`src/rtl/generator_pkg.sv`:
```
// generator_pkg: shared waveform codes and sample constants for wave_gen
package generator_pkg;
  typedef enum logic [1:0] {
    WAVE_SQUARE = 2'd0,
    WAVE_SAW    = 2'd1,
    WAVE_TRI    = 2'd2,
    WAVE_SINE   = 2'd3
  } wave_t;
  localparam int SAMPLE_W = 12;
  localparam logic [SAMPLE_W-1:0] MIDSCALE = 12'h800;
  localparam int SINE_LUT_DEPTH = 64;
endpackage

```
`src/rtl/sine_lut.sv`:
```
// sine_lut: quarter-wave sine magnitude ROM with registered read
//   clk  : system clock
//   rst  : asynchronous active-low reset
//   addr : 6-bit quarter-wave index
//   mag  : 11-bit magnitude, round(2047*sin(pi/2*(addr+0.5)/64)), one cycle after addr
module sine_lut
  import generator_pkg::*;
(
  input  logic        clk,
  input  logic        rst,
  input  logic [5:0]  addr,
  output logic [10:0] mag
);
  localparam logic [10:0] LUT [SINE_LUT_DEPTH] = '{
    11'd25,   11'd75,   11'd126,  11'd176,  11'd226,  11'd275,  11'd325,  11'd375,
    11'd424,  11'd473,  11'd522,  11'd570,  11'd618,  11'd666,  11'd713,  11'd760,
    11'd807,  11'd852,  11'd898,  11'd943,  11'd987,  11'd1031, 11'd1074, 11'd1116,
    11'd1158, 11'd1199, 11'd1239, 11'd1279, 11'd1318, 11'd1356, 11'd1393, 11'd1430,
    11'd1465, 11'd1500, 11'd1533, 11'd1566, 11'd1598, 11'd1629, 11'd1659, 11'd1688,
    11'd1716, 11'd1743, 11'd1769, 11'd1793, 11'd1817, 11'd1840, 11'd1861, 11'd1881,
    11'd1901, 11'd1919, 11'd1936, 11'd1951, 11'd1966, 11'd1979, 11'd1992, 11'd2003,
    11'd2012, 11'd2021, 11'd2028, 11'd2035, 11'd2039, 11'd2043, 11'd2046, 11'd2047
  };
  // Reset value matches the entry for phase 0 so mag always tracks the phase register
  always_ff @(posedge clk or negedge rst)
    if (!rst) mag <= LUT[0];
    else      mag <= LUT[addr];
endmodule

```
`src/rtl/wave_gen.sv`:
```
// wave_gen: phase-accumulator waveform generator feeding the DAC sequencer
//   clk        : system clock
//   rst        : asynchronous active-low reset
//   en         : 1 = generate, 0 = hold phase and output
//   freq_word  : phase increment per sample tick
//   wave_sel   : 0 square, 1 sawtooth, 2 triangle, 3 sine
//   data       : unsigned 12-bit sample
//   sample_stb : one-clk pulse when data updates
module wave_gen
  import generator_pkg::*;
#(
  parameter int DIV     = 100,
  parameter int PHASE_W = 16
) (
  input  logic                clk,
  input  logic                rst,
  input  logic                en,
  input  logic [PHASE_W-1:0]  freq_word,
  input  logic [1:0]          wave_sel,
  output logic [SAMPLE_W-1:0] data,
  output logic                sample_stb
);
  localparam int CW = $clog2(DIV);
  logic [CW-1:0]         cnt;
  logic                  tick;
  logic [PHASE_W:0]      sum;
  logic [PHASE_W-1:0]    phase;
  logic [PHASE_W-1:0]    phase_nxt;
  wave_t                 wave_act;
  logic                  v1;
  logic [5:0]            idx_nxt;
  logic [5:0]            lut_addr;
  logic [10:0]           mag;
  logic                  m;
  logic [SAMPLE_W-1:0]   x;
  logic [SAMPLE_W:0]     sine_sum;
  logic [SAMPLE_W-1:0]   sine_s;
  logic [SAMPLE_W-1:0]   sample;
  assign tick = en && (cnt == CW'(DIV - 1));
  assign sum = {1'b0, phase} + {1'b0, freq_word};
  assign phase_nxt = tick ? sum[PHASE_W-1:0] : phase;
  // The LUT is addressed from the phase about to be registered, so its
  // registered output lines up with the phase register in the mapping stage
  assign idx_nxt = phase_nxt[PHASE_W-3 -: 6];
  assign lut_addr = phase_nxt[PHASE_W-2] ? ~idx_nxt : idx_nxt;
  sine_lut u_lut (
    .clk  (clk),
    .rst  (rst),
    .addr (lut_addr),
    .mag  (mag)
  );
  always_comb begin
    m = phase[PHASE_W-1];
    x = phase[PHASE_W-2 -: SAMPLE_W];
    sine_sum = m ? 13'd2048 - {2'b00, mag} : 13'd2048 + {2'b00, mag};
    sine_s = sine_sum[SAMPLE_W] ? {SAMPLE_W{1'b1}} : sine_sum[SAMPLE_W-1:0];
    sample = wave_act == WAVE_SQUARE ? {SAMPLE_W{m}} :
             wave_act == WAVE_SAW    ? phase[PHASE_W-1 -: SAMPLE_W] :
             wave_act == WAVE_TRI    ? (m ? ~x : x) : sine_s;
  end
  always_ff @(posedge clk or negedge rst)
    if (!rst) begin
      cnt        <= '0;
      phase      <= '0;
      wave_act   <= WAVE_SAW;
      v1         <= 1'b0;
      data       <= MIDSCALE;
      sample_stb <= 1'b0;
    end else begin
      if (en) cnt <= tick ? '0 : cnt + 1'b1;
      if (tick) phase <= sum[PHASE_W-1:0];
      // Waveform switches only on a phase wrap or while idle, never mid-cycle
      if (!en || (tick && sum[PHASE_W])) wave_act <= wave_t'(wave_sel);
      v1         <= tick;
      sample_stb <= v1;
      if (v1) data <= sample;
    end
endmodule

```
`config.mk`:
```
export PLATFORM = sky130hd
export DESIGN_NAME = wave_gen
export DESIGN_NICKNAME = d
export VERILOG_FILES = /design/src/rtl/generator_pkg.sv /design/src/rtl/sine_lut.sv /design/src/rtl/wave_gen.sv
export SDC_FILE = /design/constraint.sdc
export NUM_CORES = 1
export LEC_CHECK = 0
export CORE_MARGIN = 4
export CORE_UTILIZATION = 38
export CTS_BUF_LIST = sky130_fd_sc_hd__clkbuf_4
export DETAILED_ROUTE_END_ITERATION = 7
export GPL_TIMING_DRIVEN = 0
export PLACE_DENSITY = 0.6
export SYNTH_ARGS = -nofsm -noshare
export SYNTH_HDL_FRONTEND = slang
export SYNTH_SLANG_ARGS = --single-unit
```
`constraint.sdc`:
```
create_clock -name clk -period 3.7 [get_ports clk]
set_input_delay 0.37 -clock clk [delete_from_list [all_inputs] [get_ports clk]]
set_output_delay 0.37 -clock clk [all_outputs]
set_load 0.005 [all_outputs]
```
# After elaboration in Yosys (flattened, before gate mapping)
# Memory sizes are Yosys's and may differ from the RTL's. A register that Yosys moved wholly into a read port is not among the register bits.
# Cells that the tools add are included.
[classes] n_addsub=4 mul=0 div_mod_pow=0 n_lt_le_gt_ge=0 n_eq_ne=3 shift=0 muxes=9 n_bitwise=3 reduce_logical=6
[ops] operator="two-way mux 12 bit" count=5
[ops] operator="adder 16 x 16 -> 17 bit" count=1
[ops] operator="two-way mux 15 bit" count=1
[ops] operator="adder 12 x 11 -> 13 bit, first input constant" count=1
[ops] operator="two-way mux 13 bit" count=1
[ops] operator="subtractor 12 x 11 -> 13 bit, first input constant" count=1
[ops] operator="inverter 12 bit" count=1
[ops] operator="adder 7 x 1 -> 7 bit, second input constant" count=1
[ops] operator="== test 7 bit, second input constant" count=1
[ops] operator="two-way mux 7 bit" count=1
[ops] operator="inverter 6 -> 7 bit" count=1
[ops] operator="two-way mux 6 bit" count=1
[ops] operator="inverter 6 bit" count=1
[ops] operator="== test 2 x 1 -> 1 bit, second input constant" count=1
[ops] operator="== test 2 bit, second input constant" count=1
[ops] operator="logical AND 1 bit" count=2
[ops] operator="logical NOT 1 bit" count=2
[ops] operator="logical NOT 2 bit" count=1
[ops] operator="logical OR 1 bit" count=1
[word_totals] register_bits=39 latchBits=0 mem_bits_rw=0 romBits=704 inputBits=21 output_inout_bits=13 wordCells=33 mem_count=1
[mem_list] name="(no name shown)" words=64 word_bits=11 rd=1 rd_clocked_by_memory_dff=1 write_ports=0 line="sine_lut.sv:27" rtl="else mag <= LUT[addr];"

# Depth between registers and ports, before layout
# Gate-level depths: netlist of the first run.
[logic_depth] depth_word=6 mapped_depth=17 ltp_nobuf=14

# Hierarchy
# Synthesis of the first run repeated with hierarchy kept, for this count alone.
[hier_totals] hier_cells=494 hier_area_um2=4311.6
[modules_own_cells] mod="wave_gen" n_inst=1 cells_each=323 area_per_inst_um2=2927.8 seq_area_each_um2=978.4
[modules_own_cells] mod="sine_lut" n_inst=1 cells_each=171 area_per_inst_um2=1383.8 seq_area_each_um2=279.0

# Worst setup path after synthesis of the first run
# Ideal clock, no wire load.
[synth_path] path_type="input -> register" start="input freq_word[0]" end="register u_lut.mag[2]" setup_ns=0.135 t_arrival_ns=2.943 required_ns=3.565 setup_slack_ns=0.623 cell_stages=14 n_path_buf=1 path_cell_list="ha_1 > inv_1 > fa_1 > nor2b_1 > o2111ai_2 > a21boi_1 > mux2i_1 > o311a_4 > buf_2 > nor2_1 > o211ai_1 > o31ai_1 > a2111oi_1 > nand3_1"
[synth_between] elab_chain_len=5
[synth_rtl] item="from (decl)" line="wave_gen.sv:18" rtl="input logic [PHASE_W-1:0] freq_word,"
[synth_rtl] item="adder 16 x 16 -> 17 bit (*)" line="wave_gen.sv:40" rtl="assign sum = {1'b0, phase} + {1'b0, freq_word};"
[synth_rtl] item="two-way mux 15 bit (*)"
[synth_rtl] item="inverter 6 bit" line="wave_gen.sv:45" rtl="assign lut_addr = phase_nxt[PHASE_W-2] ? ~idx_nxt : idx_nxt;"
[synth_rtl] item="two-way mux 6 bit (*)" line="wave_gen.sv:45"
[synth_rtl] item="inverter 6 -> 7 bit (implied by the code) (*)" line="sine_lut.sv:27"
[synth_rtl] item="to (decl)" line="sine_lut.sv:12" rtl="output logic [10:0] mag"
# Mark *: on every way between the ends. The rest lies on a longest branch, timed or not.
# A chain may end at the register's enable or synchronous reset.

# Final worst setup path of the first run
[layout_path] start="input freq_word[0]" end="register u_lut.mag[1]"
# The elaborated chain is that of the path after synthesis.

==> impl_summary.log, run 1 <==
[metrics] Post-DP HPWL: 16.30 mm
[metrics] number of placement rows: 42
[metrics] routed via count divided by cell count: 6.605
[metrics] worst reg2reg path startpoint: phase[11]
[metrics] clock tree root driver cell: sky130_fd_sc_hd__clkbuf_4
[metrics] async set-reset flop share out of synthesis: 1.000
[metrics] critical path peak fanout: 10
[metrics] RD Place Congestion: 0.9877
[metrics] post-layout net count: 779
[metrics] critical path data required time: 4.00 ns
[metrics] slack of the critical path: 0.07749 ns
[metrics] maximum buffer depth of the clock tree: 2
[metrics] library cells used by synthesis: 81
[metrics] fraction of layout instances using a drive strength above 1: 0.1568
[metrics] maximum achievable frequency: 0.2761 GHz
[metrics] crit path from: freq_word[0]
[metrics] setup tns final: 0 ns
[metrics] worst hold-check slack: 0.4481 ns
[metrics] total via count in the routed design: 6057
[metrics] max-slew headroom at the worst pin: 0.5846
[metrics] number of maximum-capacitance violations: 0
[metrics] Setup-failing EPs final: 0
[metrics] RSZ-0062 raised after global routing: no
[metrics] endpoint kind of the worst setup timing path: flop
[metrics] number of placed instances, taps included: 907
[metrics] final worst path period share: 0.9791
[metrics] total global-route track usage: 0.2709
[metrics] Most used DFF post-synth: sky130_fd_sc_hd__dfrtp_1
[metrics] power density of the placed cells: 193.8 nW/µm²
[metrics] number of endpoints with negative hold slack in the final report: 0
[metrics] largest net degree at the start of global routing: 28
[metrics] Clock Latency Late Sink: 0.39 ns
[metrics] proportion of netlist area held by the largest area contributor: 0.2170
[metrics] router iterations before antenna repair: 6
[metrics] cell type with the highest aggregate area in the netlist: sky130_fd_sc_hd__dfrtp_1
[metrics] Residual DRC: 0
[metrics] number of buffers created by CTS: 5
[metrics] Final Slew Violations: 0
[metrics] highest ir drop seen on vdd: 0.0001360 V
[metrics] result of the run: finished, final reports clean
[metrics] area added between synthesis and finish: 15.92%
[metrics] wire per inst: 23.79 µm
[metrics] Leakage: 0.002439 µW
[metrics] total congestion overflow after global routing: 0
[metrics] min-delay src: v1
[metrics] top cells by area, synth: sky130_fd_sc_hd__dfrtp_1 (22%), sky130_fd_sc_hd__a21oi_1 (8.1%), sky130_fd_sc_hd__nand2_1 (6.1%)
[metrics] FILL cells: 1366
[metrics] Top Ports: 34
[metrics] total nets after synthesis: 737
[metrics] clock transition at the register clock pins on the worst setup and hold paths after CTS: 0.16 ns
[metrics] die width: 124.9 µm
[metrics] residual antenna-violating net count after detailed routing: 0
[metrics] Finished Layout Cells: 917
[metrics] top cell types by occurrence after synthesis: sky130_fd_sc_hd__nand2_1 (85), sky130_fd_sc_hd__a21oi_1 (84), sky130_fd_sc_hd__o21ai_0 (62)
[metrics] starting utilization of the core area: 0.3903
[metrics] overall power: 1166 µW
[metrics] type of the worst min-delay path: flop to flop
[metrics] most frequent cell after synthesis: sky130_fd_sc_hd__nand2_1
[metrics] first-pass GRT wire length: 33.38 mm
[metrics] Startpoint Class: primary input
[metrics] worst setup timing slack at the placement stage: -0.6641 ns
[metrics] average cell area after synthesis: 7.444 µm²
[metrics] number of synthesized flops with an enable pin: 0
[metrics] Worst EP arrival: 3.92 ns
[metrics] slew at the pin closest to its max-slew limit: 0.6232 ns
[metrics] first-iteration detailed-routing DRC count: 982
[metrics] number of antenna violations at the first check in global routing: 2
[metrics] via count of the first global-routing pass: 5657
[metrics] proportion of synthesized chip area in sequential cells: 0.2423
[metrics] total of flip-flops plus latches after synthesis: 50
[metrics] TritonCTS clock tree: yes
[metrics] die footprint: 15590 µm²
[metrics] Cells after Synth: 697
[metrics] summed instance area of the synthesized netlist: 5189 µm²
[metrics] aggregate routed wire length: 21.81 mm
[metrics] placeable core area: 13300 µm²
[metrics] DIE HEIGHT: 124.9 µm
[metrics] number of H-tree branching levels: 2
[metrics] PortBufs: 33
[metrics] start-to-end type of the worst setup path: primary input to flop
[metrics] clock sink count: 50
[metrics] clock skew after layout: 0.01612 ns
[metrics] time the final worst path needs with I/O delays and setup: 3.623 ns
[metrics] number of synthesis warnings: 0
[metal layers]
layer  GRT usage  share of wire  routed length, µm  up-vias
met3     0.06475          0.093               2031       90
met2      0.4246           0.45               9810      390
met1      0.3484           0.40               8818     2873
met5           0        0.00060                 13        -
li1            -              -                  -     2702
met4      0.1352          0.052               1136        2
[cell usage in the layout, fill, tap and decap left out, types with 6 or more instances in the layout]
master and count:
sky130_fd_sc_hd__xor2_1 17, sky130_fd_sc_hd__o21ai_0 61, sky130_fd_sc_hd__nand4_1 7, sky130_fd_sc_hd__mux2i_1 8, sky130_fd_sc_hd__ha_1 16, sky130_fd_sc_hd__xnor2_1 8, sky130_fd_sc_hd__o22ai_1 13, sky130_fd_sc_hd__nand2_1 82
sky130_fd_sc_hd__nor2_2 8, sky130_fd_sc_hd__clkbuf_4 10, sky130_fd_sc_hd__o211ai_1 12, sky130_fd_sc_hd__nor3_1 14, sky130_fd_sc_hd__inv_1 13, sky130_fd_sc_hd__buf_4 7, sky130_fd_sc_hd__a21oi_1 81, sky130_fd_sc_hd__or3_1 8
sky130_fd_sc_hd__a211oi_1 6, sky130_fd_sc_hd__a22oi_1 7, sky130_fd_sc_hd__dfrtp_1 44, sky130_fd_sc_hd__nand3_1 16, sky130_fd_sc_hd__o221ai_1 11, sky130_fd_sc_hd__buf_2 19, sky130_fd_sc_hd__clkdlybuf4s50_1 32, sky130_fd_sc_hd__nor2b_1 7
sky130_fd_sc_hd__and3_1 6, sky130_fd_sc_hd__o21a_1 6, sky130_fd_sc_hd__buf_6 6, sky130_fd_sc_hd__o31ai_1 7, sky130_fd_sc_hd__clkbuf_1 12, sky130_fd_sc_hd__nor2_1 53, sky130_fd_sc_hd__a31oi_1 10, sky130_fd_sc_hd__a21o_1 7
sky130_fd_sc_hd__o22a_1 6
[worst max-delay path: stages]
cell	delay, ns
sky130_fd_sc_hd__clkdlybuf4s50_1	0.46
sky130_fd_sc_hd__ha_1	0.16
sky130_fd_sc_hd__inv_1	0.05
sky130_fd_sc_hd__fa_1	0.42
sky130_fd_sc_hd__nor2b_2	0.19
sky130_fd_sc_hd__o2111ai_4	0.22
sky130_fd_sc_hd__a21oi_2	0.22
sky130_fd_sc_hd__nor3_1	0.08
sky130_fd_sc_hd__o31a_1	0.25
sky130_fd_sc_hd__buf_6	0.15
sky130_fd_sc_hd__inv_2	0.06
sky130_fd_sc_hd__buf_6	0.15
sky130_fd_sc_hd__nand2_1	0.22
sky130_fd_sc_hd__o21ai_0	0.22
sky130_fd_sc_hd__a21oi_1	0.09
sky130_fd_sc_hd__o2111ai_1	0.29
sky130_fd_sc_hd__o32a_1	0.29
[logic make-up (layout without fill, tap and decap cells)]
kind of cell,Yosys count,count (layout),synth area share
AOI/OAI and AO/OA,283,283,0.3552
xor gates and xnor gates,26,26,0.04533
adders and majority gates,19,19,0.04726
buffers and inverters,74,117,0.07090
DFF,50,50,0.2423
muxes,13,13,0.02628
other,0,1,0
and+or+nand+nor,232,232,0.2127
[cell type report]
cell class	instances	area, µm²	share of cell area
multi-input combinational	573	3694	0.6141
sequential	50	1259	0.2093
timing repair buffer	35	355.3	0.05908
buffer	54	319.1	0.05305
tap	176	220.2	0.03661
inverter	20	80.08	0.01331
clock inverter	3	47.55	0.007905
clock buffer	5	37.54	0.006241
antenna	1	2.502	0.0004161
[final timing paths]
kind	slack, ns	endpoint	depth (start not counted)
worst min register to register	0.45	sample_stb	0
worst max register to register	0.09	u_lut.mag[1]	14
max in group asynchronous	2.60	u_lut.mag[3]	3
min in group asynchronous	0.47	cnt[6]	2
worst max-delay path	0.08	u_lut.mag[1]	17
worst min-delay path	0.45	sample_stb	0
[flip-flops by register name, summed over array words and instances, names as in the netlist]
register    flops
phase          16
wave_act        2
v1              1
data           12
u_lut.mag      11
cnt             7
sample_stb      1
[power breakdown]
part	internal (µW)	switching (µW)	leakage [µW]
Sequential	584	50.1	0.000666
Clock	146	183	0.0000458
Combinational	95.4	108	0.00173
[timing repair]
action	4_1_cts	5_1_grt
hold buffers	1	0
gates resized for setup	11	42
hold endpoints to repair	22	0
setup buffers	0	0
endpoints found under the setup margin	9	10
pin swaps	1	4
[per-stage QoR]
stage / util / instance area, µm²
2_1_floorplan: - / 5189
6_report: 0.4524 / 6015
3_5_place_dp: 0.4328 / 5754
4_1_cts: 0.4421 / 5878
3_3_place_gp: 0.4317 / 5739
5_1_grt: 0.4524 / 6015
Power figures use the tool's default switching activity.
==> run 2: changes to the inputs <==
- CTS_CLUSTER_SIZE: unset -> 30
==> results of run 2 <==
Same layout as run 1: the final DEF is identical, and so are final timing and power.
==> patch: new RTL, config.mk and constraints of run 1 <==
`DIV`: 100 -> 200.
--- a/src/rtl/wave_gen.sv
+++ b/src/rtl/wave_gen.sv
@@ -9,7 +9,7 @@
 module wave_gen
   import generator_pkg::*;
 #(
-  parameter int DIV     = 100,
+  parameter int DIV     = 200,
   parameter int PHASE_W = 16
 ) (
   input  logic                clk,
Check against the original RTL: same outputs for any inputs over 10 cycles, from zero or initial values and one cycle with rst low; that may be too few to reach the edited logic, so the function may still have changed.
==> patch against run 1 <==
  * Non-clock buffer count rose by 9
  * Largest cell class unchanged
  * Sequential cell count rose by 1
  * Clock skew barely moved
  * Via count fell by 3.7%
  * First-iteration DRC count fell by 11%
  * Worst setup slack got worse by 0.037 ns
  * Cell count fell by 2.3%
  * Highest routed layer is now met4
  * Cell area fell by 0.31%
  * Critical path depth fell by 3
  * Routed wire length fell by 7.3%
  * Area after synthesis fell by 2.2%
Power is not compared: it rests on default switching activity, and its combinational part moved more than twofold at a synthesized area within 25%.
==> patch: results (changes against run 1) <==
| Metric | Value |
|---|---|
| Placer's final routability congestion estimate | 1.00 (+1.5%) |
| Fillers | 1341 (-1.8%) |
| TritonRoute pass-1 iters | 7 (+1) |
| Area contributors post-synth | dfrtp_1 23%, a21oi_1 7.1%, nand2_1 6.0%, o21ai_0 5.7%, nor2_1 4.7% |
| CTS resizes | 32 (+21) |
| Max incr delay on CP | 0.43 ns (-0.03 ns) |
| Post-synthesis cell count | 677 (-2.9%) |
| Post-CTS setup buffers | 2 (+2) |
| XOR/XNOR Fraction of Synth Area | 0.0535 (+0.00819) |
| Clock latency on the worst-skew pair | 0.37 ns (-0.02 ns) |
| Area post-placement | 0.00563 mm2 (-2.1%) |
| Layout cell share with drive strength beyond 1 | 0.173 (+0.0161) |
| GRT met3 Usage | 0.0444 (-0.0204) |
| Initial antenna violation count | 1 (-1) |
| Post-synthesis sequential area ratio | 0.253 (+0.0105) |
| Status | complete, no violations |
| DR vias | 5833 (-3.7%) |
| M2 GR Usage | 0.400 (-0.0250) |
| First-pass GRT wire length | 30600 um (-8.3%) |
| GRT Total Usage | 0.262 (-0.00904) |
| Critical-path top delay cell | a2111oi_4 |
| NumNets Final | 762 (-2.2%) |
| Synth Area in Compound Gates | 0.336 (-0.0195) |
| Vias in the first global route | 5488 (-3.0%) |
| Netlist cell types | 76 (-6.2%) |
| Clock Skew | 0.0165 ns (+0.000367 ns) |
| WP data arrival | 3.89 ns (-0.03 ns) |
| GRT met1 Usage | 0.348 (-0.000821) |
| Post-DR vias/cell | 6.51 (-1.4%) |
| Place WS | -0.797 ns (-0.133 ns) |
| Drt total wl | 20200 um (-7.3%) |
## patch: changes by cell type after synthesis, moves of 5 or more
cell	run 1	this run
clkbuf_1	16	22
nor3_1	16	10
inv_1	13	7
xor2_1	17	23
a211oi_1	6	12
nand3_1	16	23
a21oi_1	84	72
o21ai_1	2	7
## patch: cells by family after synthesis
kind of cell | count (synthesis)
buffers and inverters | 73
adders and majority gates | 19
DFF | 51
and+or+nand+nor | 228
AOI/OAI and AO/OA | 261
xor gates and xnor gates | 31
muxes | 14
## patch: per-layer routing
| layer | vias up | share of wire |
|---|---|---|
| li1 | 2603 | - |
| met1 | 2759 | 0.41 |
| met2 | 366 | 0.43 |
| met3 | 105 | 0.098 |
| met4 | 0 | 0.058 |
| met5 | - | 0 |
## patch: area by class of cell
cell class / instances / area (um2) / share of cell area
Multi-Input combinational cell: 553 / 3620 / 0.603
Sequential cell: 51 / 1280 / 0.214
Timing Repair Buffer: 40 / 393 / 0.0655
Buffer: 58 / 364 / 0.0607
Tap cell: 172 / 215 / 0.0359
Inverter: 13 / 62.6 / 0.0104
Clock buffer: 5 / 37.5 / 0.00626
Clock inverter: 3 / 20.0 / 0.00334
Antenna cell: 1 / 2.50 / 0.000417
## patch: final timing paths
path | startpoint | end | slack (ns) | cells past startpoint
min in group asynchronous | rst | cnt[2] | 0.47 | 2
max in group asynchronous | rst | u_lut.mag[0] | 2.60 | 3
setup reg to reg | phase[0] | u_lut.mag[1] | 0.05 | 13
hold reg to reg | v1 | sample_stb | 0.40 | 0
hold / removal | v1 | sample_stb | 0.40 | 0
setup / recovery | freq_word[0] | u_lut.mag[1] | 0.04 | 14
